## config.mk

```make
export PLATFORM = sky130hd
export DESIGN_NAME = stream_mux_arb
export DESIGN_NICKNAME = d
export VERILOG_FILES = /design/src/rtl/stream_mux_arb.sv
export SDC_FILE = /design/constraint.sdc
export NUM_CORES = 1
export LEC_CHECK = 0
export CAP_MARGIN = 10
export CORE_MARGIN = 1
export CORE_UTILIZATION = 39
export CTS_CLUSTER_DIAMETER = 200
export CTS_CLUSTER_SIZE = 12
export DETAILED_ROUTE_END_ITERATION = 8
export PLACE_DENSITY = 0.77
export SLEW_MARGIN = 20
export SYNTH_ARGS = -nofsm -noshare
export SYNTH_HDL_FRONTEND = slang
export SYNTH_SLANG_ARGS = --single-unit
```

## constraint.sdc

```tcl
create_clock -name clk -period 2.43 [get_ports clk]
set_input_delay 0.486 -clock clk [delete_from_list [all_inputs] [get_ports clk]]
set_output_delay 0.486 -clock clk [all_outputs]
set_load 0.01 [all_outputs]
```

## src/rtl/stream_mux_arb.sv

```systemverilog
// Stream multiplexer: NCH valid/ready inputs into one registered output,
// selected by a fixed channel index or by a round-robin arbiter.
module stream_mux_arb #(
    parameter  int WIDTH = 8,
    parameter  int NCH   = 4,
    localparam int SELW  = (NCH > 1) ? $clog2(NCH) : 1
) (
    input  logic                 clk,
    input  logic                 rst,
    input  logic [NCH*WIDTH-1:0] in_data,
    input  logic [NCH-1:0]       in_valid,
    output logic [NCH-1:0]       in_ready,
    input  logic                 mode,
    input  logic [SELW-1:0]      sel,
    output logic [WIDTH-1:0]     out_data,
    output logic [SELW-1:0]      out_ch,
    output logic                 out_valid,
    input  logic                 out_ready,
    output logic [15:0]          xfer_cnt
);

    logic [SELW-1:0]  ptr_q, ptr_d;
    logic [WIDTH-1:0] out_data_q, out_data_d;
    logic [SELW-1:0]  out_ch_q, out_ch_d;
    logic             out_valid_q, out_valid_d;
    logic [15:0]      cnt_q, cnt_d;

    logic             slot;
    logic             gnt_vld;
    logic [SELW-1:0]  gnt_idx;
    logic             take;

    // Grant is purely combinational so mode/sel changes act in the same cycle.
    always_comb begin : grant_logic
        int k;
        // NOTE: every variable gets a default before any branch; otherwise
        // a path that skips an assignment infers a latch.
        gnt_vld = 1'b0;
        gnt_idx = '0;
        k       = 0;
        if (!mode) begin
            if (int'(sel) < NCH) begin
                gnt_vld = 1'b1;
                gnt_idx = sel;
            end
        end else begin
            for (int i = 0; i < NCH; i++) begin
                k = int'(ptr_q) + i;
                if (k >= NCH) k = k - NCH;
                if (!gnt_vld && in_valid[k]) begin
                    gnt_vld = 1'b1;
                    gnt_idx = SELW'(k);
                end
            end
        end
    end

    always_comb begin : handshake_logic
        slot     = !out_valid_q || out_ready;
        in_ready = '0;
        if (gnt_vld && slot && !rst) in_ready[gnt_idx] = 1'b1;
        take     = gnt_vld && slot && !rst && in_valid[gnt_idx];
    end

    always_comb begin : next_state
        out_valid_d = out_valid_q;
        out_data_d  = out_data_q;
        out_ch_d    = out_ch_q;
        ptr_d       = ptr_q;
        cnt_d       = cnt_q;
        if (out_valid_q && out_ready) cnt_d = cnt_q + 16'd1;
        if (slot) out_valid_d = take;
        if (take) begin
            out_data_d = in_data[int'(gnt_idx)*WIDTH +: WIDTH];
            out_ch_d   = gnt_idx;
            // Fixed-mode transfers leave the round-robin position untouched.
            if (mode) ptr_d = (int'(gnt_idx) == NCH - 1) ? '0 : gnt_idx + 1'b1;
        end
    end

    // NOTE: sequential state uses non-blocking assignments so every register
    // samples its pre-edge value regardless of statement order.
    always_ff @(posedge clk) begin
        if (rst) begin
            out_valid_q <= 1'b0;
            out_data_q  <= '0;
            out_ch_q    <= '0;
            ptr_q       <= '0;
            cnt_q       <= '0;
        end else begin
            out_valid_q <= out_valid_d;
            out_data_q  <= out_data_d;
            out_ch_q    <= out_ch_d;
            ptr_q       <= ptr_d;
            cnt_q       <= cnt_d;
        end
    end

    assign out_data  = out_data_q;
    assign out_ch    = out_ch_q;
    assign out_valid = out_valid_q;
    assign xfer_cnt  = cnt_q;

endmodule

```

==> impl_metrics.toml <==
[timing]
rsz0062_at_grt = "true"
hold_violations = 0
clock_skew_ps = 3.827
worst_pin_slew_ps = 247.2
fin_ws_ps = -35.55
setup_viol = 2
fmax_ghz = 0.4056
finalWorstPathRequiredPeriod_ps = 2466
slew_headroom = 0.8305
fin_crit_sh = 1.015
drv_slew = 0

[logic_synthesis]
synthesis.area_um2 = 1787
synth.area.top_cells = "dfxtp_1, mux2i_1, xor2_1, nand2b_1, mux2_2"
synth_seq_cells = 29
synth_area_leader_cell = "dfxtp_1"
synth_cell_types = 42
netlist.area_leader.share = 0.3249
synth_compound_area_frac = 0.1085
synthMuxAreaShare = 0.1863
synth-adder-area-share = 0.03501
syn_nets = 247
syn_inst = 200
ys_seq_area_frac = 0.3249
synth_top_family_by_area = "simple AND/OR/NAND/NOR gates"
syn_avg_cell_area_um2 = 8.934
synth-simple-area-share = 0.2262
synth_xor_area_frac = 0.07353
synth_warnings = 0

[setup_path]
slowest_delay_ps = 450
required_ps = 1940
worst-path-stages = 9
cp_data_arrival_time_ps = 1980
crit_path_top_delay_cell = "mux4_2"
cp_top_family = "multiplexers"
r2r_slack_ps = 110
crit_chain = "clkdlybuf4s15_1 -> mux4_2 -> nand2b_4 -> a21oi_4 -> a21o_4 -> inv_6 -> ha_4 -> and2_4 -> buf_6"
crit_path_end_kind = "primary output"
reg2reg_to = "out_data[3]"
worst-path-buf-inv = 3
path_class = "input pin to primary output"
reg2regPathDepth = 8
critPathMaxFanout = 4
r2r_start = "ptr_q[1]"
crit_path_start_kind = "input pin"

[grt]
grt_remaining_overflow = 0
grt_pass1_wl_um = 7590
track_usage = 0.1952
grt_max_degree = 30
grt_pass1_vias = 1663
antenna_found_initial = 0

[cts]
numCtsBuffers = 5
cts_sinks = 29
cts_tree = "done"
cts-root-buf = "clkbuf_8"
clk_pin_slew_ps = 60
htree_levels = 2
clk_latency_ps = 280
ctsHoldBuffers = 0
cts_buffer_depth = 2

[power]
sw_frac_of_total = 0.2553
powerDensity_nw_per_um2 = 518.9
p_leak_nw = 1.177
switching_power_w = 0.0003809
clockPowerShare = 0.348
cellInternalPower_w = 0.001111
peakVddDrop_mv = 0.3213
pwr-share-seq = 0.355
pwr-share-comb = 0.298

[routing]
wl_per_cell_um = 12.95
firstDrtPassIters = 4
num_vias = 1713
drc_errors = 0
vias_per_cell = 4.951
first_iter_violations = 93
wl_um = 4480
postRouteAntennaNets = 0

[finish]
utilization = 0.6558
regArea_um2 = 583.1
area_growth_pct = 60.92
final_area_um2 = 2875
insertedDiodeCount = 0
final_nets = 340
drive_above_1_share = 0.2347
fillers = 367
multi_input_area_um2 = 1185
mostFrequentLayoutCell = "clkdlybuf4s50_1"
most-common-layout-cells = "clkdlybuf4s50_1, dfxtp_1, buf_4"

[status]
failed_checks = "negative setup slack"
status = "finished, violations left"

[floorplan]
die_w_um = 69.69
num_rows = 24
initial_utilization = 0.4075
die_area_um2 = 4856
ios = 73
die_y_um = 69.69
core_area_um2 = 4384

[min_path]
holdPathEnd = "out_data[2]"
holdPathStages = 2
hold_start = "out_data[2]"
hp-class = "flip-flop to flip-flop"

[placed_design]
dpl_cell_area_um2 = 2719
dp_hpwl_um = 3247
port_buffers = 72
gp_congestion = 0.8206

[job]
maxCapViolations = 0
## layer usage
layer | routed length (µm) | global-route usage | part of all wire | vias up
li1 | - | - | - | 875
met1 | 2065 | 0.2418 | 0.46 | 777
met5 | 0 | 0 | 0 | -
met2 | 1988 | 0.3107 | 0.44 | 53
met3 | 357 | 0.07122 | 0.080 | 8
met4 | 68 | 0.07111 | 0.015 | 0
## synth_stat cells, drive strengths merged
| cell type | count |
|---|---|
| or3b | 1 |
| mux2i | 19 |
| a31o | 1 |
| nand2b | 13 |
| o21ba | 2 |
| nand4 | 3 |
| and4 | 2 |
| nor3 | 2 |
| dfxtp | 29 |
| nand3 | 5 |
| a31oi | 1 |
| o21a | 1 |
| and2 | 6 |
| o221ai | 1 |
| clkbuf | 7 |
| a21o | 2 |
| a211o | 2 |
| o21ai | 10 |
| ha | 5 |
| nor2b | 6 |
| a21oi | 5 |
| mux2 | 8 |
| xor2 | 13 |
| nor2 | 19 |
| xnor2 | 2 |
| mux4 | 2 |
| o2bb2ai | 1 |
| nand4b | 1 |
| inv | 3 |
| buf | 6 |
| nand2 | 15 |
| and3 | 4 |
| o211ai | 2 |
| or3 | 1 |
## cell families after synthesis
logic type	Yosys count
AO/OA/AOI/OAI	28
buffers and inverters	16
AND/OR/NAND/NOR	78
adder cells (fa/ha/maj)	5
XOR/XNOR	15
flip-flops	29
multiplexers	29
## cell type report
| class | instances | share of cell area |
|---|---|---|
| Clock buffer | 7 | 0.03003 |
| Timing Repair Buffer | 99 | 0.3164 |
| Multi-Input combinational cell | 155 | 0.4121 |
| Tap cell | 52 | 0.02263 |
| Clock inverter | 1 | 0.01044 |
| Sequential cell | 29 | 0.2028 |
| Inverter | 3 | 0.005657 |
## tightest hold or removal path, cell delays in order, from the launching register on
cell and delay (ps):
dfxtp_1 310, nand2b_1 60, mux2i_1 60
## sequential cells by signal, indices dropped and copies added (netlist names)
| name | cells |
|---|---|
| out_ch | 2 |
| out_data | 8 |
| out_valid | 1 |
| ptr_q | 2 |
| xfer_cnt | 16 |
## what timing repair did
item | 4_1_cts | 5_1_grt
pin swaps | 5 | 4
endpoints found under the setup margin | 15 | 12
setup buffers | 3 | 0
resized for setup | 41 | 4
## power by group through the flow
stage / combinational, W / clock, W / sequential, W
after global routing: 0.000481 / 0.000559 / 0.000535
after global placement: 0.000426 / 0 / 0.000539
final: 0.000444 / 0.000519 / 0.000529
after floorplan: 0.000204 / 0 / 0.000554
after CTS: 0.000445 / 0.000530 / 0.000529
after detailed placement: 0.000430 / 0 / 0.000539
## stage by stage
| step | setup WS, ps | hold slack [ps] | setup TNS, ps | total power (W) | instances |
|---|---|---|---|---|---|
| after detailed placement | -720.3 | 468.0 | -7851 | 0.0009696 | 335 |
| after CTS | -86.51 | 478.0 | -201.9 | 0.001504 | 346 |
| after floorplan | 12.30 | 492.7 | 0 | 0.0007578 | 200 |
| after global routing | -98.46 | 504.2 | -364.2 | 0.001575 | 346 |
| final | -35.55 | 472.7 | -61.07 | 0.001492 | 346 |
| after global placement | -695.1 | 458.3 | -7843 | 0.0009648 | 335 |
## worst max-delay path by stage
| stage | start | endpoint | slack (ps) |
|---|---|---|---|
| 6_report | in_valid[0] | in_ready[3] | -40 |
| 5_1_grt | ptr_q[1] | in_ready[3] | -100 |
| 4_1_cts | in_valid[3] | in_ready[3] | -90 |
| 3_5_place_dp | in_valid[3] | in_ready[1] | -720 |
| 3_3_place_gp | in_valid[1] | in_ready[1] | -700 |
| 2_1_floorplan | in_valid[0] | in_ready[1] | 10 |
No activity file was read; power rests on OpenSTA's default activity.
